`src/rtl/cram_axi_rd_slave_pkg.sv`:
```
// Shared types for the code-RAM AXI read responder: response codes, burst and
// FSM encodings, and the beat record carried through the output buffer.
package cram_axi_rd_slave_pkg;

  localparam int CRAM_ID_W   = 4;
  localparam int CRAM_DATA_W = 32;

  localparam logic [1:0] AXI_RESP_OKAY   = 2'b00;
  localparam logic [1:0] AXI_RESP_SLVERR = 2'b10;

  typedef enum logic [1:0] {
    FIXED = 2'd0,
    INCR  = 2'd1,
    WRAP  = 2'd2
  } axi_burst_t;

  typedef enum logic {
    RD_IDLE,
    RD_BURST
  } rd_state_t;

  typedef struct packed {
    logic [CRAM_ID_W-1:0]   id;
    logic [CRAM_DATA_W-1:0] data;
    logic [1:0]             resp;
    logic                   last;
  } cram_rbeat_t;

endpackage

```
`src/rtl/cram_rd_skid_fifo.sv`:
```
// Two-entry beat buffer that holds returned RAM data while the master stalls rready.
// The caller guarantees no push when full and no pop when empty.
module cram_rd_skid_fifo
  import cram_axi_rd_slave_pkg::*;
(
  input  logic        clk,
  input  logic        rst,
  input  logic        push,
  input  logic        pop,
  input  cram_rbeat_t din,
  output cram_rbeat_t head,
  output logic [1:0]  count
);

  cram_rbeat_t slots [2];
  logic        wr_ptr;
  logic        rd_ptr;

  always_ff @(posedge clk) begin
    if (push) slots[wr_ptr] <= din;
  end

  always_ff @(posedge clk or posedge rst) begin
    if (rst) begin
      wr_ptr <= 1'b0;
      rd_ptr <= 1'b0;
      count  <= 2'd0;
    end else begin
      if (push) wr_ptr <= ~wr_ptr;
      if (pop)  rd_ptr <= ~rd_ptr;
      count <= count + {1'b0, push} - {1'b0, pop};
    end
  end

  assign head = slots[rd_ptr];

endmodule

```
`src/rtl/cram_axi_rd_slave.sv`:
```
// AXI4 read-only responder in front of the 1-cycle-latency code RAM.
// Optional macro CRAM_RD_RANGE_CHECK_EN: beats addressing >= MEM_DEPTH return SLVERR without a RAM read.
module cram_axi_rd_slave
  import cram_axi_rd_slave_pkg::*;
#(
  parameter int ADDR_W    = 15,
  parameter int DATA_W    = CRAM_DATA_W,
  parameter int ID_W      = CRAM_ID_W,
  parameter int MEM_DEPTH = 8192
) (
  input  logic              clk,
  input  logic              rst,
  input  logic [ID_W-1:0]   s_cram_arid,
  input  logic [31:0]       s_cram_araddr,
  input  logic [7:0]        s_cram_arlen,
  input  logic [2:0]        s_cram_arsize,
  input  logic [1:0]        s_cram_arburst,
  input  logic              s_cram_arvalid,
  output logic              s_cram_arready,
  output logic [ID_W-1:0]   s_cram_rid,
  output logic [DATA_W-1:0] s_cram_rdata,
  output logic [1:0]        s_cram_rresp,
  output logic              s_cram_rlast,
  output logic              s_cram_rvalid,
  input  logic              s_cram_rready,
  output logic              mem_en,
  output logic [ADDR_W-3:0] mem_addr,
  input  logic [DATA_W-1:0] mem_rdata
);

  localparam int WA_W = ADDR_W - 2;

  rd_state_t   state, next_state;
  logic        arready_q;
  logic [ID_W-1:0] id_q;
  logic [WA_W-1:0] addr_q;
  logic [7:0]  beats_left;
  logic        fixed_q;
  logic        size_err_q;
  logic        inflight;
  logic [ID_W-1:0] infl_id;
  logic        infl_err;
  logic        infl_last;
  logic        accept;
  logic        issue;
  logic        beat_err;
  logic        range_err;
  logic [1:0]  fifo_count;
  logic [1:0]  count_next;
  logic        fifo_push;
  logic        fifo_pop;
  logic        beat_valid;
  logic        next_arready;
  cram_rbeat_t fifo_head;
  cram_rbeat_t infl_beat;
  cram_rbeat_t head;
  logic        unused_araddr;

  assign unused_araddr = ^{s_cram_araddr[31:ADDR_W], s_cram_araddr[1:0]};

`ifdef CRAM_RD_RANGE_CHECK_EN
  assign range_err = (32'(addr_q) >= 32'(MEM_DEPTH));
  assign mem_addr  = addr_q;
`else
  localparam int MEM_AW = $clog2(MEM_DEPTH);
  assign range_err = 1'b0;
  if (MEM_AW < WA_W) begin : g_trunc
    assign mem_addr = {{(WA_W-MEM_AW){1'b0}}, addr_q[MEM_AW-1:0]};
  end else begin : g_full
    assign mem_addr = addr_q;
  end
`endif

  assign beat_err = size_err_q | range_err;

  always_ff @(posedge clk or posedge rst) begin
    if (rst) state <= RD_IDLE;
    else     state <= next_state;
  end

  always_comb begin
    next_state = state;
    accept     = 1'b0;
    issue      = 1'b0;
    mem_en     = 1'b0;
    unique case (state)
      RD_IDLE: begin
        if (s_cram_arvalid && arready_q) begin
          accept     = 1'b1;
          next_state = RD_BURST;
        end
      end
      RD_BURST: begin
        if (({1'b0, fifo_count} + {2'b00, inflight}) < 3'd2) begin
          issue  = 1'b1;
          mem_en = ~beat_err;
          if (beats_left == 8'd0) next_state = RD_IDLE;
        end
      end
      default: next_state = RD_IDLE;
    endcase
  end

  // The beat whose RAM data arrives this cycle is presented directly when the
  // buffer is empty; it only enters the buffer if the master does not take it.
  assign beat_valid = (fifo_count != 2'd0) || inflight;
  assign fifo_pop   = (fifo_count != 2'd0) && s_cram_rready;
  assign fifo_push  = inflight && !((fifo_count == 2'd0) && s_cram_rready);

  always_comb begin
    count_next   = fifo_count + {1'b0, fifo_push} - {1'b0, fifo_pop};
    next_arready = (next_state == RD_IDLE) && (count_next == 2'd0) && !issue;
  end

  always_comb begin
    infl_beat      = '0;
    infl_beat.id   = infl_id;
    infl_beat.data = infl_err ? '0 : mem_rdata;
    infl_beat.resp = infl_err ? AXI_RESP_SLVERR : AXI_RESP_OKAY;
    infl_beat.last = infl_last;
    head = '0;
    if (fifo_count != 2'd0) head = fifo_head;
    else if (inflight)      head = infl_beat;
  end

  always_ff @(posedge clk or posedge rst) begin
    if (rst) begin
      arready_q  <= 1'b0;
      id_q       <= '0;
      addr_q     <= '0;
      beats_left <= '0;
      fixed_q    <= 1'b0;
      size_err_q <= 1'b0;
      inflight   <= 1'b0;
      infl_id    <= '0;
      infl_err   <= 1'b0;
      infl_last  <= 1'b0;
    end else begin
      arready_q <= next_arready;
      inflight  <= issue;
      if (accept) begin
        id_q       <= s_cram_arid;
        addr_q     <= s_cram_araddr[ADDR_W-1:2];
        beats_left <= s_cram_arlen;
        fixed_q    <= (axi_burst_t'(s_cram_arburst) == FIXED);
        size_err_q <= (s_cram_arsize != 3'h2);
      end
      if (issue) begin
        if (!fixed_q) addr_q <= addr_q + WA_W'(1);
        beats_left <= beats_left - 8'd1;
        infl_id    <= id_q;
        infl_err   <= beat_err;
        infl_last  <= (beats_left == 8'd0);
      end
    end
  end

  cram_rd_skid_fifo u_fifo (
    .clk   (clk),
    .rst   (rst),
    .push  (fifo_push),
    .pop   (fifo_pop),
    .din   (infl_beat),
    .head  (fifo_head),
    .count (fifo_count)
  );

  assign s_cram_arready = arready_q;
  assign s_cram_rvalid  = beat_valid;
  assign s_cram_rid     = head.id;
  assign s_cram_rdata   = head.data;
  assign s_cram_rresp   = head.resp;
  assign s_cram_rlast   = head.last;

endmodule

```
`config.mk`:
```
export PLATFORM = sky130hd
export DESIGN_NAME = cram_axi_rd_slave
export DESIGN_NICKNAME = d
export VERILOG_FILES = /design/src/rtl/cram_axi_rd_slave_pkg.sv /design/src/rtl/cram_rd_skid_fifo.sv /design/src/rtl/cram_axi_rd_slave.sv
export SDC_FILE = /design/constraint.sdc
export NUM_CORES = 1
export LEC_CHECK = 0
export BUFFER_PORTS_ARGS = -buffer_cell sky130_fd_sc_hd__buf_2
export CAP_MARGIN = 20
export CORE_MARGIN = 4
export CORE_UTILIZATION = 53
export CTS_CLUSTER_DIAMETER = 200
export DETAILED_ROUTE_END_ITERATION = 10
export PLACE_DENSITY = 0.87
export SKIP_CTS_REPAIR_TIMING = 1
export SLEW_MARGIN = 20
export SYNTH_ARGS = -nofsm -noshare
export SYNTH_HDL_FRONTEND = slang
export SYNTH_SLANG_ARGS = --single-unit
```
`constraint.sdc`:
```
create_clock -name clk -period 3.65 [get_ports clk]
set_input_delay 0.365 -clock clk [delete_from_list [all_inputs] [get_ports clk]]
set_output_delay 0.365 -clock clk [all_outputs]
set_load 0.01 [all_outputs]
```
==> metrics.txt, run 1 <==
DR WL met2 between 5000 and 6000 um; crit-path cells nor2_4 -> buf_4 -> nand3_1 -> o21ai_0 -> buf_2; Leakage around 2.8 nW; ANT nets after route 0; drt wl/cell 16.4 um; net count of the mapped netlist 550; part of the cycle the worst path needs 72.6%; total power density per cell area 895 nW/um2; mean number of vias per cell 5.56; Crit Path Max Fanout 66; DPL Wire Length 7590 um; mean area per synthesized cell approximately 12 um2; number of enable-type register cells in the synthesized netlist 76; via count of the routed design 4015; die span in x 109 um; number of iterations in the first detailed-routing pass 5; area delta synth->final 23.4%; most used standard cells in the synthesized netlist 76 x edfxtp_1, 50 x nand3_1, 44 x nand2_1, 43 x o21ai_0, 40 x dfrtp_1; number of antenna repair diodes 0; total number of H-tree levels 4; Largest stage delay, worst path 0.53 ns; number of maximum-capacitance violations 0; Async SR Flop Fraction 34.5%; setup repair after global routing missed its margin no; die area about 12000 um2; number of buffer cells added on primary ports between 100 and 150; global route total overflow 0; total core area between 9000 and 10000 um2; num ports 140; combinational share of power 36.5%; Critical Path Source Type flip-flop; total clock buffers created by CTS 17; total standard cell area after synthesis roughly 5400 um2; main flop type after synthesis edfxtp_1; sequential cell area fraction in the yosys report 60.8%; number of nets in the finished design roughly 670; DRT Wirelength roughly 12000 um; data arrival time of the critical path 2.28 ns; Critical Setup Path Class reg -> out; Final Core Density 67.5%; final weighted congestion in routability-driven placement 0.832; path depth of the worst reg2reg path 4; initial core utilization roughly 55%; post-synth top area share 42.3%; share of post-route cells with drive strength above 1 28.5%; Root Driver clkbuf_8; share of total power in sequential cells 37.5%; outcome complete, but fails checks; violations in the final reports hold timing; clock slew at reported path FFs 0.06 ns; clock latency at the later pin of the worst-skew pair around 0.50 ns; sinks on the clock net 116; slowest library cell on the worst path buf_4; gate count after technology mapping 461; total buffers and inverters traversed by the critical path 2; maximum count of clock buffers along a single path 2; vias in the first global route between 3000 and 4000; Worst R2R Start inflight; normalized max-slew margin 34.6%; count of pins over their slew limit 0; cell types occupying the most area after synthesis edfxtp_1 42%, dfrtp_1 19%, mux2i_1 7.2%; dominant cell by count in the synthesized netlist edfxtp_1; number of endpoints with negative hold slack in the final report 18; drt first-iter violations 313; initial antenna violation count 1; Synth warnings 0; top cell family by delay on the critical path buffers and inverters; Filler Cells Inserted between 700 and 800; R2R Path End u_fifo.slots[0][34]; Cell variety after synth 54; global-route wire length before repair 18900 um; post-route minimum period approximately 2.6 ns; switching share of power 36.9%; critical path depth in cells 5; sum of negative setup slack 0 ns; met3 wirelength from detailed routing 942 um; switching component of the power about 2.2 mW; clock power share a little over a quarter; VDD IR max between 400 and 500 uV; slew of the pin with the lowest slew margin roughly 1 ns; DRC errors left 0; maximum operating frequency 0.378 GHz; cell taking the most area after synthesis edfxtp_1; topmost layer with routed signal wires met5; maximum number of pins on one net before global-route repair 67; height of the die 109 um; wl on met1 5070 um; overall routing resource usage a little over a fifth; worst endpoint required time around 3.3 ns; number of cell rows 36; number of storage elements in the synthesis netlist 116; class of the tightest hold or removal check in -> async; # setup viols final 0; skew final ~0.0072 ns; sum of internal, switching and leakage power 5.96 mW; crit path capture type output port; Final Hold Slack -0.0254 ns; TritonCTS clock tree built; internal power approximately 3.8 mW; R2R Setup Slk 1.55 ns
## power by group through the flow
stage | Combinational (mW) | Sequential [mW] | Clock [mW]
after global placement | 2.09 | 2.22 | 0
after detailed placement | 2.17 | 2.25 | 0
final | 2.17 | 2.23 | 1.55
after CTS | 2.19 | 2.23 | 1.58
after floorplan | 1.54 | 2.14 | 0
after global routing | 2.41 | 2.29 | 1.64
## cells in the final DEF (no fill, tap or decap), types with 3 or more instances in the layout
master | synthesis | final
a311oi_1 | 4 | 4
clkinv_2 | 0 | 5
clkbuf_16 | 0 | 16
ha_1 | 4 | 4
dfrtp_1 | 40 | 39
nor2_4 | 0 | 3
a21oi_1 | 10 | 10
and4_1 | 3 | 3
edfxtp_1 | 76 | 76
o21ai_0 | 43 | 43
nor2_1 | 17 | 14
nand2_1 | 44 | 44
a221o_1 | 3 | 3
and3_1 | 4 | 4
inv_1 | 8 | 8
buf_2 | 12 | 119
buf_4 | 3 | 9
nor2b_1 | 33 | 33
or3_1 | 3 | 3
clkinv_1 | 0 | 3
mux2i_1 | 39 | 39
and2_1 | 3 | 3
nand3_1 | 50 | 50
nand4_1 | 4 | 4
bufinv_16 | 0 | 3
o221a_2 | 5 | 5
## cell type report
class	count	area, um2	area share [%]
sequential	116	3280	49.3
inverter	8	30.0	0.451
clock inverter	13	141	2.12
multi-input combinational	306	1950	29.4
timing repair buffer	128	663	9.96
clock buffer	18	418	6.28
tap	133	166	2.50
## how the worst max path moves through the flow
stage / start / end / slack (ns)
after floorplan: u_fifo.count[1] / u_fifo.slots[1][0] / 0.80
after global placement: u_fifo.count[1] / s_cram_rid[3] / 1.57
after detailed placement: u_fifo.count[1] / s_cram_rid[3] / 1.52
after CTS: u_fifo.count[1] / s_cram_rid[3] / 0.96
after global routing: u_fifo.count[1] / s_cram_rdata[28] / 0.77
final: u_fifo.count[1] / s_cram_rid[3] / 1.00
## kinds of logic (layout without fill, tap and decap cells)
group | Yosys count | after routing | synth area share (%)
DFF | 116 | 116 | 60.8
buffers and inverters | 39 | 167 | 3.36
adders and majority gates | 4 | 4 | 0.927
muxes | 39 | 39 | 7.23
xor gates and xnor gates | 4 | 4 | 0.649
AOI/OAI and AO/OA | 84 | 84 | 9.99
other | 1 | 1 | 0.0695
and+or+nand+nor | 174 | 174 | 16.9
## state kept, by name, indices dropped and copies added (netlist names), 2 cells and up
name	flops
infl_id	4
beats_left	8
id_q	4
u_fifo.slots	76
u_fifo.count	2
mem_addr	13
## metrics by stage
step	instance area [um2]	std cells	hold slack (ns)	setup WS, ns
after floorplan	5400	461	0.439	0.795
after global placement	6100	691	0.449	1.57
after detailed placement	6100	691	0.454	1.52
after CTS	6660	722	-0.0273	0.965
after global routing	6660	722	0.0109	0.771
final	6660	722	-0.0254	1.00
## per-layer routing
layer	vias to the layer above	global-route usage, %
met1	1907	27.6
met4	2	6.40
li1	1931	-
met2	167	33.2
met3	8	6.28
met5	-	0
Power figures use the tool's default switching activity.
==> inputs of run 2 (changes only) <==
--- a/config.mk
+++ b/config.mk
@@ -5,6 +5,7 @@
 export SDC_FILE = /design/constraint.sdc
 export NUM_CORES = 1
 export LEC_CHECK = 0
+export ABC_AREA = 1
 export BUFFER_PORTS_ARGS = -buffer_cell sky130_fd_sc_hd__buf_2
 export CAP_MARGIN = 20
 export CORE_MARGIN = 4
==> constraint.sdc (replaced) <==
create_clock -name clk -period 2.5 [get_ports clk]
set_input_delay 0.25 -clock clk [delete_from_list [all_inputs] [get_ports clk]]
set_output_delay 0.25 -clock clk [all_outputs]
set_load 0.01 [all_outputs]
==> run 2 against run 1 <==
The flow now finishes without violations. Sequential power is 49% higher. Global-route usage grew 1.3 points. Via count grew 14%.
==> metrics.txt, run 2 <==
Final Hold Slack 0.0248 ns (+0.0502 ns); dominant cell by count in the synthesized netlist nand2_1; DRT Wirelength 13100 um (+10%); global route total overflow 0 (unchanged); initial core utilization 54.0% (-0.70 points); commonest non-fill, non-tap cell in the layout nand2_1; largest reg by FF count u_fifo.slots; total standard cell area after synthesis 5550 um2 (+2.9%); TritonCTS clock tree built; count of non-filler cells in the finished layout 866 (+20%); Leakage 3.32 nW (+20%); via count of the routed design 4594 (+14%); total clock buffers created by CTS 17 (unchanged); gate count after technology mapping 585 (+27%); VDD IR max 870 uV (+97%); sum of internal, switching and leakage power 9.76 mW (+64%); mean area per synthesized cell 9.49 um2 (-19%); Critical Setup Path Class reg -> out; data arrival time of the critical path 2.12 ns (-0.16 ns); final weighted congestion in routability-driven placement 0.844 (+1.5%); slowest library cell on the worst path dfrtp_1; Async SR Flop Fraction 34.5% (unchanged); number of maximum-capacitance violations 0 (unchanged); number of buffer cells added on primary ports 119 (unchanged); part of the cycle the worst path needs 94.7%; number of cell rows 37 (+2.8%); ANT nets after route 0 (unchanged); number of nets in the finished design 806 (+21%); share of total power in sequential cells 34.0% (-3.5 points); die span in x 110 um (+1.3%); top cell family by delay on the critical path buffers and inverters; worst endpoint required time 2.25 ns (-1.03 ns); total buffers and inverters traversed by the critical path 2 (unchanged); Final Core Density 68.1% (+0.60 points); number of endpoints with negative hold slack in the final report 0 (-18); number of enable-type register cells in the synthesized netlist 76 (unchanged); Synth warnings 0 (unchanged); maximum number of pins on one net before global-route repair 41 (-39%); commonest non-fill, non-tap cells in the layout 144 x nand2_1, 119 x buf_2, 109 x nor2_1; Cell variety after synth 35 (-35%); drt wl/cell 15.1 um (-8.0%); sinks on the clock net 116 (unchanged); # setup viols final 0 (unchanged); crit path capture type output port; internal power 5.97 mW (+59%); class of the tightest hold or removal check in -> reg; net count of the mapped netlist 674 (+23%); mean number of vias per cell 5.30 (-4.6%); maximum count of clock buffers along a single path 2 (unchanged); total number of H-tree levels 4 (unchanged); num ports 140 (unchanged); cell taking the most area after synthesis edfxtp_1; vias in the first global route 4388 (+13%); skew final 0.00595 ns (-0.00130 ns); number of antenna repair diodes 0 (unchanged); sequential cell area fraction in the yosys report 59.2% (-1.7 points); die area 12200 um2 (+2.6%); switching share of power 38.8% (+1.9 points); number of iterations in the first detailed-routing pass 6 (+1); maximum operating frequency 0.423 GHz; setup repair after global routing missed its margin no; cell types occupying the most area after synthesis edfxtp_1 41%, dfrtp_1 18%, nand2_1 9.7%; placed cell count 821 (+19%); DRC errors left 0 (unchanged); main flop type after synthesis edfxtp_1; DPL Wire Length 8450 um (+11%); area delta synth->final 26.1%; switching component of the power 3.79 mW (+72%); Critical Path Source Type flip-flop; height of the die 110 um (+1.3%); global-route wire length before repair 20600 um (+8.7%); Root Driver clkbuf_8; combinational share of power 41.1% (+4.6 points); sum of negative setup slack 0 ns (unchanged); count of pins over their slew limit 0 (unchanged); Filler Cells Inserted 807 (+14%); slew of the pin with the lowest slew margin 0.653 ns (-0.325 ns); Largest stage delay, worst path 0.44 ns (-0.09 ns); total core area 10300 um2 (+4.2%); total power density per cell area 1390 nW/um2 (+56%); crit-path cells nor2_4 -> buf_4 -> nand3_1 -> o31ai_1 -> buf_2; number of storage elements in the synthesis netlist 116 (unchanged); most used standard cells in the synthesized netlist 144 x nand2_1, 111 x nor2_1, 76 x edfxtp_1, 64 x inv_1, 40 x dfrtp_1; post-synth top area share 41.1% (-1.2 points); outcome completed; drt first-iter violations 371 (+19%); Crit Path Max Fanout 37 (-44%); clock power share 24.8% (-1.3 points); clock slew at reported path FFs 0.06 ns (about the same); share of post-route cells with drive strength above 1 23.3% (-5.2 points); overall routing resource usage 22.1% (+1.3 points); clock latency at the later pin of the worst-skew pair 0.51 ns (about the same); post-route minimum period around 2.4 ns; number of flip-flops in the largest register 76 (unchanged); initial antenna violation count 0 (-1); normalized max-slew margin 56.4% (+22 points)
## run 2: cell types whose count changed after synthesis, moves of 5 or more
| cell | before | now |
|---|---|---|
| inv_1 | 8 | 64 |
| nor2_1 | 17 | 111 |
| nor2b_1 | 33 | 0 |
| nand2_1 | 44 | 144 |
| o221a_2 | 5 | 0 |
| a21oi_1 | 10 | 3 |
| nand3_1 | 50 | 18 |
| mux2i_1 | 39 | 0 |
| clkbuf_1 | 12 | 7 |
| o32ai_1 | 0 | 34 |
| o21ai_0 | 43 | 21 |
## run 2: power groups by stage
stage	clock network, mW	logic (mW)	registers [mW]
2_1_floorplan	0	2.70	3.29
3_3_place_gp	0	3.82	3.30
3_5_place_dp	0	3.98	3.34
4_1_cts	2.45	4.02	3.32
5_1_grt	2.57	4.50	3.40
6_report	2.42	4.02	3.32
## run 2: path summary, 6_finish.rpt
| path | from | endpoint | slack (ns) | depth (start not counted) |
|---|---|---|---|---|
| worst max-delay path | u_fifo.count[0] | s_cram_rid[2] | 0.13 | 5 |
| worst min-delay path | s_cram_araddr[4] | mem_addr[2] | 0.02 | 3 |
| worst max register to register | state | mem_addr[5] | 0.64 | 6 |
| worst min register to register | infl_last | u_fifo.slots[1][0] | 0.48 | 0 |
| max in group asynchronous | rst | mem_addr[5] | 1.75 | 4 |
| min in group asynchronous | rst | beats_left[5] | 0.40 | 4 |
## run 2: cell type report
cell class / instances / area [um2] / share of cell area, %
flip-flops and latches: 116 / 3280 / 46.9
multi-input cells: 374 / 1880 / 26.9
repair buffers: 140 / 811 / 11.6
clock buffers: 20 / 435 / 6.22
inverters: 68 / 258 / 3.68
well taps: 136 / 170 / 2.43
clock inverters: 12 / 160 / 2.29
## run 2: cell families (layout without fill, tap and decap cells)
group | Yosys count | count (layout) | synth area share, %
AOI/OAI and AO/OA | 74 | 74 | 9.85
other | 1 | 1 | 0.0676
DFF | 116 | 116 | 59.2
buffers and inverters | 95 | 240 | 7.24
adders and majority gates | 4 | 4 | 0.902
xor gates and xnor gates | 11 | 11 | 1.74
and+or+nand+nor | 284 | 284 | 21.1
## run 2: stage by stage
step	cell area (um2)	worst slack, ns
global route	7000	0.000166
CTS	6870	0.108
floorplan	5560	0.398
detailed placement	6270	0.661
global placement	6270	0.729
finish	7000	0.133
## run 2: worst reg2reg max path: stages (launching register included)
cell,delay (ns)
dfrtp_1,0.43
nand3b_4,0.36
inv_1,0.59
nand2_1,0.14
o21ai_1,0.11
nand2_1,0.07
o21ai_1,0.08
## run 2: metal layers
layer | up-vias | wire, um | track usage (%)
met3 | 26 | 1020 | 5.65
met2 | 189 | 6520 | 37.9
met5 | - | 0 | 0
met1 | 2164 | 5320 | 27.3
li1 | 2215 | - | -
met4 | 0 | 202 | 7.56
